### config.mk
export PLATFORM = sky130hd
export DESIGN_NAME = ides4_word_aligner
export DESIGN_NICKNAME = d
export VERILOG_FILES = /design/src/rtl/ides_align_pkg.sv /design/src/rtl/ides4_word_aligner.sv
export SDC_FILE = /design/constraint.sdc
export NUM_CORES = 1
export LEC_CHECK = 0
export BUFFER_PORTS_ARGS = -buffer_cell sky130_fd_sc_hd__clkbuf_2
export CAP_MARGIN = 20
export CORE_UTILIZATION = 40
export CTS_CLUSTER_DIAMETER = 200
export DETAILED_ROUTE_END_ITERATION = 10
export MAX_ROUTING_LAYER = met4
export SLEW_MARGIN = 20
export SYNTH_ARGS = -nofsm -noshare
export SYNTH_HDL_FRONTEND = slang
export SYNTH_SLANG_ARGS = --single-unit
### constraint.sdc
create_clock -name clk -period 2.4 [get_ports clk]
set_input_delay 0.12 -clock clk [delete_from_list [all_inputs] [get_ports clk]]
set_output_delay 0.12 -clock clk [all_outputs]
set_load 0.02 [all_outputs]
### src/rtl/ides_align_pkg.sv
// Shared types and defaults for the IDES4 word aligner.
// Counter widths are sized to cover the full legal range of each parameter.
`timescale 1ns/1ps
package ides_align_pkg;

    typedef enum logic [2:0] {
        SEARCH,
        SLIP,
        SETTLE,
        VERIFY,
        LOCKED
    } state_t;

    localparam logic [7:0] SYNC_BYTE_DEF     = 8'h47;
    localparam int         LOCK_COUNT_DEF    = 4;
    localparam int         SEARCH_WINDOW_DEF = 16;
    localparam int         SLIP_SETTLE_DEF   = 4;

    // LOCK_COUNT 1..15, SEARCH_WINDOW 2..255, SLIP_SETTLE 1..15
    localparam int MATCH_W  = 4;
    localparam int WIN_W    = 8;
    localparam int SETTLE_W = 4;

endpackage

### src/rtl/ides4_word_aligner.sv
// Bit/nibble aligner behind a Gowin IDES4: bitslips via CALIB until the training
// byte is seen LOCK_COUNT times on consecutive byte cycles, then streams aligned bytes.
`timescale 1ns/1ps
module ides4_word_aligner
    import ides_align_pkg::*;
#(
    parameter logic [7:0] SYNC_BYTE     = SYNC_BYTE_DEF,
    parameter int         LOCK_COUNT    = LOCK_COUNT_DEF,
    parameter int         SEARCH_WINDOW = SEARCH_WINDOW_DEF,
    parameter int         SLIP_SETTLE   = SLIP_SETTLE_DEF
) (
    input  logic       clk,
    input  logic       rst,
    input  logic [3:0] q_i,
    input  logic       relock_i,
    output logic       calib_o,
    output logic [7:0] byte_o,
    output logic       byte_valid_o,
    output logic       locked_o,
    output logic [1:0] slip_cnt_o
);

    localparam logic [WIN_W-1:0]    WIN_LAST    = WIN_W'(SEARCH_WINDOW - 1);
    localparam logic [MATCH_W-1:0]  MATCH_LAST  = MATCH_W'(LOCK_COUNT - 1);
    localparam logic [SETTLE_W-1:0] SETTLE_LAST = SETTLE_W'(SLIP_SETTLE - 1);
    localparam logic                DIRECT_LOCK = (LOCK_COUNT == 1);

    state_t              state, next_state;
    logic [3:0]          prev_q;
    logic [WIN_W-1:0]    win_cnt, win_nxt;
    logic [MATCH_W-1:0]  match_cnt, match_nxt;
    logic [SETTLE_W-1:0] set_cnt, set_nxt;
    logic                byte_ph, ph_nxt;
    logic                emit;
    logic [7:0]          cand;
    logic                is_sync;

    // The later nibble forms the upper half of the candidate byte.
    assign cand    = {q_i, prev_q};
    assign is_sync = (cand == SYNC_BYTE);

    always_comb begin
        next_state = state;
        win_nxt    = win_cnt;
        match_nxt  = match_cnt;
        set_nxt    = set_cnt;
        ph_nxt     = ~byte_ph;
        emit       = 1'b0;
        case (state)
            SEARCH: begin
                win_nxt = win_cnt + 1'b1;
                if (relock_i) begin
                    win_nxt   = '0;
                    match_nxt = '0;
                end else if (is_sync) begin
                    // This cycle is a byte cycle, so the next one is not.
                    ph_nxt     = 1'b0;
                    match_nxt  = MATCH_W'(1);
                    next_state = DIRECT_LOCK ? LOCKED : VERIFY;
                end else if (win_cnt == WIN_LAST) begin
                    next_state = SLIP;
                end
            end
            SLIP: begin
                next_state = SETTLE;
                set_nxt    = '0;
            end
            SETTLE: begin
                if (set_cnt == SETTLE_LAST) begin
                    next_state = SEARCH;
                    win_nxt    = '0;
                end else begin
                    set_nxt = set_cnt + 1'b1;
                end
            end
            VERIFY: begin
                if (relock_i) begin
                    next_state = SEARCH;
                    win_nxt    = '0;
                    match_nxt  = '0;
                end else if (byte_ph) begin
                    if (!is_sync) begin
                        next_state = SEARCH;
                        win_nxt    = '0;
                        match_nxt  = '0;
                    end else if (match_cnt == MATCH_LAST) begin
                        next_state = LOCKED;
                    end else begin
                        match_nxt = match_cnt + 1'b1;
                    end
                end
            end
            LOCKED: begin
                if (relock_i) begin
                    next_state = SEARCH;
                    win_nxt    = '0;
                    match_nxt  = '0;
                end else begin
                    emit = byte_ph;
                end
            end
            default: next_state = SEARCH;
        endcase
    end

    always_ff @(posedge clk or negedge rst) begin
        if (!rst) begin
            state        <= SEARCH;
            prev_q       <= '0;
            win_cnt      <= '0;
            match_cnt    <= '0;
            set_cnt      <= '0;
            byte_ph      <= 1'b0;
            calib_o      <= 1'b0;
            byte_o       <= '0;
            byte_valid_o <= 1'b0;
            locked_o     <= 1'b0;
            slip_cnt_o   <= '0;
        end else begin
            state        <= next_state;
            prev_q       <= q_i;
            win_cnt      <= win_nxt;
            match_cnt    <= match_nxt;
            set_cnt      <= set_nxt;
            byte_ph      <= ph_nxt;
            // CALIB is high exactly during the single SLIP cycle.
            calib_o      <= (next_state == SLIP);
            locked_o     <= (next_state == LOCKED);
            byte_valid_o <= emit;
            if (emit) begin
                byte_o <= cand;
            end
            if (next_state == SLIP) begin
                slip_cnt_o <= slip_cnt_o + 2'd1;
            end
        end
    end

endmodule
# After elaboration in Yosys (flattened, before gate mapping)
# Cells that the tools add are included.
# totals
register_bits	37
output_inout_bits	13
word_cells	72
# classes
addsub	4
n_eq_ne	17
muxes	32
bitwise_logic	1
n_reduce_logical	7
# op_table
op	count
2-to-1 mux 8 bit	6
2-to-1 mux 4 bit	8
one-hot mux 8 bit (4 select lines)	1
2-to-1 mux 3 bit	9
one-hot mux 3 bit (5 select lines)	1
one-hot mux 4 bit (3 select lines)	1
AND reduction 5 bit	2
inequality test 3 bit, second input constant	3
adder 4 x 1 -> 4 bit, second input constant	2
adder 8 x 1 -> 8 bit, second input constant	1
== test 4 x 2 -> 1 bit, second input constant	2
== test 8 x 4 -> 1 bit, second input constant	1
== test 8 x 7 -> 1 bit, second input constant	1
one-hot mux 4 bit (2 select lines)	1
== test 3 x 1 -> 1 bit, second input constant	2
== test 3 x 2 -> 1 bit, second input constant	2
== test 3 bit, second input constant	2
inequality test 2 bit, second input constant	3
2-to-1 mux 1 bit	5
inequality test 4 bit, second input constant	1
nonzero test 4 bit	1
logical NOT 3 bit	1
nonzero test 3 bit	1
adder 2 x 1 -> 2 bit, second input constant	1
3 further kinds	3

# Depth between registers and ports, before layout
# Gate-level depths: netlist (run 1).
# logic_depth
depth_word	7
depth_mapped	6
mapped_depth_nobuf	5

# Least setup slack after synthesis (run 1)
# Ideal clock, no wire load.
# synth_timing
path_type	register -> register
from	register state[1]
to	register match_cnt[3]
arrival_ns	1.825
required_time_ns	2.335
slack_ns	0.511
path_stages_with_launch	7
path_buffers	2
period_less_slack_ns	1.889
path_cell_list	dfrtp_1 > clkbuf_1 > nand3b_1 > or4_1 > buf_2 > a2111oi_1 > a21o_1
# synth_via
elab_chain_cells	3
elab_cells_between_ends	10
classes_between	eq/ne (6); mux (1); reduce/logical (3)
# synth_rtl
element	line	text
start: declaration	ides4_word_aligner.sv:28	state_t state, next_state;
start signal: assignment	ides4_word_aligner.sv:120	state <= next_state;
== test 3 x 2 -> 1 bit, or another cell as far along	ides4_word_aligner.sv:49	case (state)
inequality test 4 bit (no line), or another cell as far along	-	
AND reduction 5 bit (no line)	-	
end signal: assignment	ides4_word_aligner.sv:123	match_cnt <= match_nxt;
end: declaration	ides4_word_aligner.sv:31	logic [MATCH_W-1:0] match_cnt, match_nxt;
# Parallel ways exist; a longest one is shown, timed or not.
# A chain may end at the register's enable or synchronous reset.

# Final worst setup path (run 1)
# layout_timing
from	input port q_i[1]
to	register match_cnt[0]
# layout_via
elab_chain_cells	5
elab_cells_between_ends	8
classes_between	eq/ne (3); mux (4); reduce/logical (1)
# layout_rtl
element	line	text
start: declaration	ides4_word_aligner.sv:14	input logic [3:0] q_i,
== test 8 x 7 -> 1 bit (*)	ides4_word_aligner.sv:40	assign is_sync = (cand == SYNC_BYTE);
2-to-1 mux 4 bit	ides4_word_aligner.sv:82	if (!is_sync) begin
2-to-1 mux 4 bit	ides4_word_aligner.sv:81	end else if (byte_ph) begin
2-to-1 mux 4 bit	ides4_word_aligner.sv:77	if (relock_i) begin
one-hot mux 4 bit (3 select lines)	ides4_word_aligner.sv:49	
# Mark *: on every way between the ends. The rest lies on a longest branch, timed or not. The select of a mux whose other input is x is not followed.

==> key figures, run 1 <==
Logic synthesis
  – Cell count after synthesis: 151
  – Syn Area/Cell: ~11 µm²
  – EDFF count, synth: 0
  – Synth Register Bits: 37
  – Post-synth ARST share: 1.000
  – Netlist cell types: 44
  – Top FF cell, synth: dfrtp_1
  – Sequential cell area fraction in the yosys report: 0.5425
  – Syn Nets: 161
  – Post-Syn Area: 1707 µm²
  – Syn. warnings: 0

CTS
  – Worst-case clock buffer depth: 2
  – CTS Sinks: 37
  – # Post-CTS Setup Buffers: 0
  – Root Driver: clkbuf_8
  – Post-CTS Resized: 0
  – Clk pin slew, worst setup/hold paths: about 0.070 ns
  – CTS tree: built
  – Skew-Pair Late Insertion Delay: 0.29 ns
  – CTS H-tree depth: 2
  – TritonCTS Buffers: 5

Timing
  – Tcrit/Tclk final: 0.9346
  – Fmax: 445.8 MHz
  – Setup TNS: 0 ns
  – Worst hold margin: 0.3245 ns
  – Worst-margin pin slew: 0.8999 ns
  – Final min period: 2.243 ns
  – Fin. max-slew vios: 0
  – Final clock skew: approximately 0.0032 ns
  – RSZ-0062 raised after global routing: false
  – Final Setup Violations: 0
  – Final hold violation count: 0
  – Worst rel slew slack: 0.4000

Power and ir drop
  – P per Cell Area: between 800 and 900 nW/µm²
  – Peak supply drop: around 0.48 mV
  – Leakage: 0.9839 nW

Finish
  – Layout area overhead: 19.43%
  – Fill cells: 371
  – Final nets: 192
  – Share of cells above drive strength 1: 0.2678
  – Multi-input gate area: 732.0 µm²
  – Register area: 925.9 µm²
  – N_diodes: 0

Floorplanning
  – Die Ht: 67.32 µm
  – # IOs: 20
  – Initial core utilization: 0.4206
  – Total core area: slightly above 4000 µm²
  – Die area: 4532 µm²
  – Chip Width: between 60 and 70 µm
  – Row count: 23

Global route
  – First-pass GRT wire length: roughly 5700 µm
  – Overall Global Routing Usage: 0.1760
  – Grt total ovfl: 0
  – Largest net degree at the start of global routing: 38
  – Number of global-route vias before repair: 1,295
  – Initial antenna violation count: 0

Min path
  – Hold Crit Class: input port to register

Outcome
  – Status: completed

Worst setup path
  – Critical path endpoint category: register
  – Worst Path Required: roughly 2.6 ns
  – CP Class: input port to register
  – Reg2reg setup slack: approximately 0.43 ns
  – Startpoint types: input port
  – CP Data Arrival Time: 2.42 ns
  – Max FO, Critical Path: 5

Detailed routing
  – Number of remaining DRC errors: 0
  – Drt pass-1 iters: 4
  – Vias/cell: 5.661
  – Final ANT Viol Nets: 0
  – 1st-iter DRT viols: 47
  – Final wirelength: 3334 µm
  – Detail-routed net length per standard cell: 14.31 µm
  – Via count: 1,319

Place
  – Buffers added on ports: 19
  – GPL Wtd Cong: 0.8143
  – Post-DP HPWL: 2319 µm

Run
  – Max-cap violations: 0
Yosys cell counts (2+ instances only):
cell,number,area [µm²]
clkbuf_1,2,7.510
nand3b_1,2,15.01
xor2_1,3,26.28
a21oi_1,7,35.03
nand2_1,9,33.78
a2bb2oi_1,2,17.52
a31o_2,2,17.52
or3b_2,2,17.52
o32ai_1,2,17.52
nor4_1,2,12.51
dfrtp_1,37,925.9
nand2b_1,2,12.51
a41oi_1,3,26.28
ha_1,3,37.54
nand3_1,9,45.04
or4b_4,2,27.53
inv_1,6,22.52
nor2_1,11,41.29
nor3b_1,4,30.03
mux2_2,8,90.09
o31ai_1,2,15.01
a31oi_1,6,37.54
o21ai_0,4,20.02
cell families (layout without fill, tap and decap cells):
logic type | Yosys count | count (layout) | share of synthesized area
fa+ha+maj | 3 | 3 | 0.02200
xor+xnor | 3 | 3 | 0.01540
flops | 37 | 37 | 0.5425
simple gates | 51 | 51 | 0.1745
compound gates | 39 | 39 | 0.1642
mux | 8 | 8 | 0.05279
buf+inv | 10 | 42 | 0.02859
power by group:
| group | total [W] | internal, W | switching, W |
|---|---|---|---|
| clock network | 0.000559 | 0.000338 | 0.000221 |
| logic | 0.000321 | 0.000143 | 0.000178 |
| registers | 0.000794 | 0.000701 | 0.0000936 |
| total | 0.00167 | 0.00118 | 0.000492 |
stage by stage:
| stage | power (W) | std cells | area [µm²] | util | setup WS [ns] |
|---|---|---|---|---|---|
| 3_3_place_gp | 0.001099 | 220 | 1868 | 0.4604 | 0.4445 |
| 2_1_floorplan | 0.001007 | 151 | 1707 | - | 0.5108 |
| 6_report | 0.001674 | 233 | 2038 | 0.5023 | 0.1569 |
| 3_5_place_dp | 0.001119 | 220 | 1868 | 0.4604 | 0.4132 |
| 4_1_cts | 0.001689 | 233 | 2038 | 0.5023 | 0.1714 |
| 5_1_grt | 0.001767 | 233 | 2038 | 0.5023 | 0.09856 |
routing by layer:
metal / part of all wire / up-vias / wire length (µm) / track usage
met2: 0.51 / 28 / 1707 / 0.2975
li1: - / 629 / - / -
met3: 0.036 / 5 / 120 / 0.04054
met5: 0 / - / 0 / -
met1: 0.44 / 657 / 1466 / 0.2022
met4: 0.012 / 0 / 39 / 0.06649
registers in the layout, indices dropped and copies added (netlist names):
register,cells
byte_o,8
win_cnt,8
match_cnt,4
prev_q,4
set_cnt,4
state,3
slip_cnt_o,2
byte_ph,1
byte_valid_o,1
calib_o,1
locked_o,1
cell usage in the layout, fill, tap and decap left out, types with 2 or more instances in the layout:
cell	n
nand3b_1	2
ha_1	3
dfrtp_1	37
o31ai_1	2
a31oi_1	6
o32ai_1	2
mux2_2	8
nand3_1	9
clkbuf_2	19
a41oi_1	3
o21ai_0	4
dlygate4sd3_1	5
nor3b_1	4
a2bb2oi_1	2
xor2_1	3
nand2b_1	2
nor2_1	11
a21oi_1	7
nand2_1	9
or3b_2	2
or4b_4	2
a31o_2	2
clkbuf_8	6
nor4_1	2
inv_1	6
buf_4	4
cell type report:
cell class	instances	share of cell area
sequential	37	0.4543
multi-input combinational	104	0.3591
timing repair buffer	28	0.08594
clock buffer	6	0.04052
tap	50	0.03069
clock inverter	2	0.01842
inverter	6	0.01105
critical path, cell delays in order:
cell	delay, ns
dlygate4sd3_1	0.53
clkbuf_2	0.12
or4b_4	0.57
or4b_4	0.57
and2_4	0.17
o32a_1	0.34
what timing repair did:
action                                 4_1_cts  5_1_grt
hold buffers                                 5        0
setup endpoints to repair                    0        0
endpoints found under the hold margin       41        0
final timing paths:
check                                     startpoint                   endpoint  depth (start not counted)
hold / removal                              relock_i   match_cnt[0]$_DFFE_PN0P_                          3
setup / recovery                              q_i[1]   match_cnt[0]$_DFFE_PN0P_                          6
min in group asynchronous                        rst     set_cnt[3]$_DFFE_PN0P_                          2
setup reg to reg                  state[1]$_DFF_PN0_     win_cnt[2]$_DFFE_PN0P_                          4
hold reg to reg            slip_cnt_o[1]$_DFFE_PN0N_  slip_cnt_o[1]$_DFFE_PN0N_                          1
max in group asynchronous                        rst         state[0]$_DFF_PN0_                          2
Power figures use the tool's default switching activity.
==> run 2: changes to the inputs <==
==> constraint.sdc (replaced) <==
create_clock -name clk -period 2.9 [get_ports clk]
set_input_delay 0.145 -clock clk [delete_from_list [all_inputs] [get_ports clk]]
set_output_delay 0.145 -clock clk [all_outputs]
set_load 0.02 [all_outputs]
==> run 2 against run 1 <==
Design area shrank 1.2%. Cell count shrank 1.3%. The run now ends with hold timing left. Sequential power shrank 17%. Clock-buffer cell count is the same.
==> key figures, run 2 (same netlist as run 1, synthesis figures left out) <==
Floorplanning
  – Initial core utilization: 0.4206 (unchanged)
  – Die area: 4532 µm² (unchanged)
  – Total core area: 4058 µm² (unchanged)
  – Chip Width: 67.32 µm (unchanged)
  – # IOs: 20 (unchanged)
  – Die Ht: 67.32 µm (unchanged)
  – Row count: 23 (unchanged)

Detailed routing
  – Final ANT Viol Nets: 0 (unchanged)
  – 1st-iter DRT viols: 26 (was 47)
  – Final wirelength: 3358 µm (was 3334 µm)
  – Detail-routed net length per standard cell: 14.60 µm (was 14.31 µm)
  – Vias/cell: 5.626 (was 5.661)
  – Via count: 1,294 (was 1,319)
  – Number of remaining DRC errors: 0 (unchanged)
  – Drt pass-1 iters: 4 (unchanged)

Global route
  – Grt total ovfl: 0 (unchanged)
  – Number of global-route vias before repair: 1,295 (unchanged)
  – Overall Global Routing Usage: 0.1859 (was 0.1760)
  – First-pass GRT wire length: 5961 µm (was 5692 µm)
  – Initial antenna violation count: 0 (unchanged)
  – Largest net degree at the start of global routing: 38 (unchanged)

Timing
  – Worst hold margin: -0.03406 ns (was 0.3245 ns)
  – Worst-margin pin slew: 0.8846 ns (was 0.8999 ns)
  – Worst setup margin: 0.6308 ns (was 0.1569 ns)
  – Final Setup Violations: 0 (unchanged)
  – Final hold violation count: 37 (was 0)
  – Setup TNS: 0 ns (unchanged)
  – Final clock skew: 0.003891 ns (was 0.003161 ns)
  – Tcrit/Tclk final: 0.7825
  – Worst rel slew slack: 0.4102 (was 0.4000)
  – RSZ-0062 raised after global routing: false (unchanged)
  – Fmax: 440.7 MHz
  – Fin. max-slew vios: 0 (unchanged)
  – Final min period: 2.269 ns

Finish
  – Final nets: 189 (was 192)
  – N_diodes: 0 (unchanged)
  – Largest regs: byte_o (8), win_cnt (8) (unchanged)
  – Post-route core utilization: 0.4961 (was 0.5023)
  – Fill cells: 374 (was 371)
  – Layout area overhead: 17.96% (was 19.43%)
  – Most frequent cells in the layout: dfrtp_1, clkbuf_2, nor2_1 (unchanged)
  – Share of cells above drive strength 1: 0.2611 (was 0.2678)
  – Commonest non-fill, non-tap cell in the layout: dfrtp_1 (unchanged)

Place
  – Post-DP HPWL: 2328 µm (was 2319 µm)
  – Buffers added on ports: 19 (unchanged)
  – Pre-CTS setup slack: 0.8923 ns (was 0.4132 ns)
  – GPL Wtd Cong: 0.7781 (was 0.8143)

Power and ir drop
  – Peak supply drop: 0.3617 mV (was 0.4827 mV)
  – P per Cell Area: 682.9 nW/µm² (was 821.2 nW/µm²)
  – Leakage: 0.9694 nW (was 0.9839 nW)

Worst setup path
  – CP Class: input port to register (unchanged)
  – Max FO, Critical Path: 5 (unchanged)
  – Worst Path Required: 3.07 ns (was 2.57 ns)
  – Worst Reg-to-Reg Cells: 4 (unchanged)
  – Startpoint types: input port (unchanged)
  – Critical path endpoint category: register (unchanged)
  – Reg2reg setup slack: 0.89 ns (was 0.43 ns)
  – CP Data Arrival Time: 2.44 ns (was 2.42 ns)

CTS
  – Skew-Pair Late Insertion Delay: 0.29 ns (about the same)
  – TritonCTS Buffers: 5 (unchanged)
  – # Post-CTS Setup Buffers: 0 (unchanged)
  – Root Driver: clkbuf_8 (unchanged)
  – CTS tree: built (unchanged)
  – CTS H-tree depth: 2 (unchanged)
  – Clk pin slew, worst setup/hold paths: 0.07 ns (about the same)
  – CTS Sinks: 37 (unchanged)
  – Worst-case clock buffer depth: 2 (unchanged)

Outcome
  – Status: finished, violations left (was completed)
  – Failing checks: hold timing

Run
  – Max-cap violations: 0 (unchanged)

Min path
  – Hold Crit Class: input port to async pin (was input port to register)
run 2: cell types whose count changed in the layout (fill, tap and decap cells not counted), sizes merged:
cell | before | now
dlygate4sd3 | 5 | 4
buf | 4 | 2
run 2: worst paths after layout:
path	endpoint	startpoint
worst min register to register	slip_cnt_o[1]$_DFFE_PN0N_	slip_cnt_o[1]$_DFFE_PN0N_
min in group clk	match_cnt[0]$_DFFE_PN0P_	relock_i
worst min-delay path	match_cnt[2]$_DFFE_PN0P_	rst
worst max-delay path	match_cnt[0]$_DFFE_PN0P_	q_i[1]
max in group asynchronous	state[2]$_DFF_PN0_	rst
worst max register to register	match_cnt[3]$_DFFE_PN0P_	state[1]$_DFF_PN0_
run 2: where the power goes:
part / internal (W) / switching (W)
clock network: 0.000279 / 0.000179
registers: 0.000580 / 0.0000763
logic: 0.000115 / 0.000145
run 2: worst max-delay path, stage by stage:
cell           delay, ns
dlygate4sd3_1       0.53
clkbuf_2            0.12
or4b_4              0.57
or4b_4              0.56
and2_4              0.16
o32a_1              0.34
run 2: cell type report:
type,instances,area [µm²],share of cell area
Sequential cell,37,925.9,0.4599
Multi-Input combinational cell,104,732.0,0.3636
Timing Repair Buffer,25,150.1,0.07458
Clock buffer,6,82.58,0.04102
Tap cell,50,62.56,0.03108
Clock inverter,2,37.54,0.01865
Inverter,6,22.52,0.01119
run 2: metrics by stage:
step                      instance area [µm²]  cells  total power (W)
after detailed placement                 1853    218        0.0009202
after global placement                   1853    218        0.0009048
after CTS                                2013    230         0.001389
final                                    2013    230         0.001375
after global routing                     2013    230         0.001466
after floorplan                          1707    151        0.0008335
run 2: timing repair:
action	CTS	global route
hold buffers	4	0
hold endpoints to repair	4	0
gates resized for setup	0	0
run 2: layer usage:
layer	vias to the layer above	track usage	share of wire
met3	7	0.04561	0.038
li1	621	-	-
met5	-	-	0
met4	0	0.06649	0.015
met2	33	0.2913	0.48
met1	633	0.2332	0.47
==> run 3: changes to the inputs <==
==> constraint.sdc (replaced) <==
create_clock -name clk -period 2.2 [get_ports clk]
set_input_delay 0.11 -clock clk [delete_from_list [all_inputs] [get_ports clk]]
set_output_delay 0.11 -clock clk [all_outputs]
set_load 0.02 [all_outputs]
==> run 3 against run 2 <==
The run now ends clean. Via count grew 1.6%. Clock-buffer cell count is the same. Worst setup slack worse by 0.57 ns. Routed wire length increased by 0.57%. Power up 33%. Sequential power is 32% higher. Flip-flop and latch count stayed put. Clock skew increased by 0.0016 ns. Register-to-register slack lost 0.67 ns. Combinational power up 33%. First-iteration DRC count up 110%. Cell count up 1.7%. Critical path type unchanged.
==> key figures, run 3 (same netlist as run 1, synthesis figures left out) <==
Global route
  – Grt total ovfl: 0 (unchanged)
  – Overall Global Routing Usage: 0.1805 (was 0.1859)
  – Largest net degree at the start of global routing: 38 (unchanged)
  – First-pass GRT wire length: 5727 µm (was 5961 µm)
  – Number of global-route vias before repair: 1,269 (was 1,295)
  – Initial antenna violation count: 0 (unchanged)

Finish
  – Fill cells: 369 (was 374)
  – Multi-input gate area: 735.7 µm² (was 732.0 µm²)
  – Largest regs: byte_o (8), win_cnt (8) (unchanged)
  – Layout area overhead: 20.09% (was 17.96%)
  – Post-route core utilization: 0.5051 (was 0.4961)
  – Commonest non-fill, non-tap cell in the layout: dfrtp_1 (unchanged)
  – N_diodes: 0 (unchanged)
  – Share of cells above drive strength 1: 0.2772 (was 0.2611)
  – Final nets: 193 (was 189)
  – Most frequent cells in the layout: dfrtp_1, clkbuf_2, nor2_1 (unchanged)
  – Final instance area: 2049 µm² (was 2013 µm²)
  – Register area: 925.9 µm² (unchanged)

CTS
  – CTS Sinks: 37 (unchanged)
  – Clk pin slew, worst setup/hold paths: 0.08 ns (was 0.07 ns)
  – # Post-CTS Setup Buffers: 0 (unchanged)
  – Root Driver: clkbuf_8 (unchanged)
  – CTS H-tree depth: 2 (unchanged)
  – TritonCTS Buffers: 5 (unchanged)
  – Skew-Pair Late Insertion Delay: 0.29 ns (about the same)
  – Worst-case clock buffer depth: 2 (unchanged)
  – CTS tree: built (unchanged)

Worst setup path
  – Max FO, Critical Path: 5 (unchanged)
  – Crit-path max cell delay: 0.53 ns (was 0.57 ns)
  – Slowest-stage cell, CP: dlygate4sd3_1 (was or4b_4)
  – CP Data Arrival Time: 2.32 ns (was 2.44 ns)
  – Worst R2R Start: state[1]$_DFF_PN0_ (unchanged)
  – Worst Reg-to-Reg Cells: 4 (unchanged)
  – Startpoint types: input port (unchanged)
  – Reg2reg end: byte_o[3]$_DFFE_PN0P_ (was match_cnt[3]$_DFFE_PN0P_)
  – Worst setup endpoint: match_cnt[0]$_DFFE_PN0P_ (unchanged)
  – CP most frequent cell: or4b_4 (unchanged)
  – CP Class: input port to register (unchanged)
  – Worst Path Required: 2.37 ns (was 3.07 ns)
  – CP startpoint: q_i[3] (was q_i[1])
  – Critical path endpoint category: register (unchanged)
  – Reg2reg setup slack: 0.22 ns (was 0.89 ns)
  – CP cell instances: dlygate4sd3_1 > clkbuf_2 > or4b_4 > or4b_4 > and2_4 > o32a_1 (unchanged)

Detailed routing
  – Detail-routed net length per standard cell: 14.43 µm (was 14.60 µm)
  – Drt pass-1 iters: 4 (unchanged)
  – Vias/cell: 5.620 (was 5.626)
  – Number of remaining DRC errors: 0 (unchanged)
  – Via count: 1,315 (was 1,294)
  – Final ANT Viol Nets: 0 (unchanged)
  – 1st-iter DRT viols: 55 (was 26)
  – Final wirelength: 3377 µm (was 3358 µm)

Timing
  – Final clock skew: 0.005523 ns (was 0.003891 ns)
  – Final Setup Violations: 0 (unchanged)
  – Final hold violation count: 0 (was 37)
  – Worst rel slew slack: 0.4080 (was 0.4102)
  – Setup TNS: 0 ns (unchanged)
  – Tcrit/Tclk final: 0.9739
  – Final min period: 2.143 ns
  – RSZ-0062 raised after global routing: false (unchanged)
  – Fmax: 466.7 MHz
  – Worst-margin pin slew: 0.8880 ns (was 0.8846 ns)
  – Fin. max-slew vios: 0 (unchanged)

Outcome
  – Status: completed (was finished, violations left)

Place
  – Buffers added on ports: 19 (unchanged)
  – GPL Wtd Cong: 0.8171 (was 0.7781)
  – Post-DP HPWL: 2357 µm (was 2328 µm)
  – Placement Cell Area: 1876 µm² (was 1853 µm²)

Floorplanning
  – Die area: 4532 µm² (unchanged)
  – # IOs: 20 (unchanged)
  – Chip Width: 67.32 µm (unchanged)
  – Initial core utilization: 0.4206 (unchanged)
  – Total core area: 4058 µm² (unchanged)
  – Die Ht: 67.32 µm (unchanged)
  – Row count: 23 (unchanged)

Power and ir drop
  – P per Cell Area: 890.3 nW/µm² (was 682.9 nW/µm²)
  – Comb pwr share: 0.190 (was 0.189)
  – Peak supply drop: 0.6270 mV (was 0.3617 mV)
  – Int Power: 0.001289 W (was 0.0009740 W)
  – Leakage: 0.9897 nW (was 0.9694 nW)
  – Sw frac: 0.2935 (was 0.2914)
  – Sw Pwr: 0.0005356 W (was 0.0004007 W)
  – Seq pwr share: 0.475 (was 0.477)
  – Clk pwr share: 0.335 (was 0.333)

Run
  – Max-cap violations: 0 (unchanged)

Min path
  – Hold Crit Class: input port to register (was input port to async pin)
-- run 3: metal layers --
layer	track usage	vias up	wire length, µm
met5	-	-	0
met4	0.09309	0	61
met3	0.04561	6	141
met2	0.2750	27	1659
met1	0.2209	648	1515
li1	-	634	-
-- run 3: stage by stage --
step | total power [W] | hold WS, ns | setup slack, ns | instances
after floorplan | 0.001099 | -0.1856 | 0.3108 | 151
after global placement | 0.001198 | 0.2468 | 0.2549 | 221
after detailed placement | 0.001221 | 0.2527 | 0.2234 | 221
after CTS | 0.001839 | 0.07452 | 0.03903 | 234
after global routing | 0.001934 | 0.08084 | 0.001585 | 234
final | 0.001825 | 0.08080 | 0.05744 | 234
-- run 3: worst max-delay path: cells and delay by family --
kind            cells  cell delay, ns
simple gates        3            1.22
buf+inv             2            0.65
compound gates      1            0.33
-- run 3: layout make-up --
| type | instances | area share |
|---|---|---|
| clock inverter | 2 | 0.01831 |
| clock buffer | 6 | 0.04029 |
| multi-input combinational | 104 | 0.3590 |
| sequential | 37 | 0.4518 |
| tap | 50 | 0.03052 |
| inverter | 6 | 0.01099 |
| timing repair buffer | 29 | 0.08913 |
-- run 3: power groups by stage --
| stage | sequential (W) | combinational [W] | clock [W] |
|---|---|---|---|
| floorplan | 0.000853 | 0.000246 | 0 |
| global placement | 0.000869 | 0.000329 | 0 |
| detailed placement | 0.000879 | 0.000342 | 0 |
| CTS | 0.000866 | 0.000350 | 0.000623 |
| global route | 0.000881 | 0.000403 | 0.000650 |
| finish | 0.000867 | 0.000347 | 0.000610 |
-- run 3: how the worst min path moves through the flow --
stage / from / endpoint / slack (ns) / depth (start not counted)
CTS: q_i[0] / byte_o[4]$_DFFE_PN0P_ / 0.07 / 2
detailed placement: q_i[0] / prev_q[0]$_DFF_PN0_ / 0.25 / 1
global route: q_i[1] / byte_o[5]$_DFFE_PN0P_ / 0.08 / 2
finish: q_i[1] / byte_o[5]$_DFFE_PN0P_ / 0.08 / 2
global placement: q_i[0] / prev_q[0]$_DFF_PN0_ / 0.25 / 1
floorplan: rst / byte_o[0]$_DFFE_PN0P_ / -0.19 / 0
-- run 3: what timing repair did --
item	CTS	global route
endpoints found under the hold margin	41	0
gates resized for setup	0	1
hold buffers	5	0
setup endpoints to repair	0	6
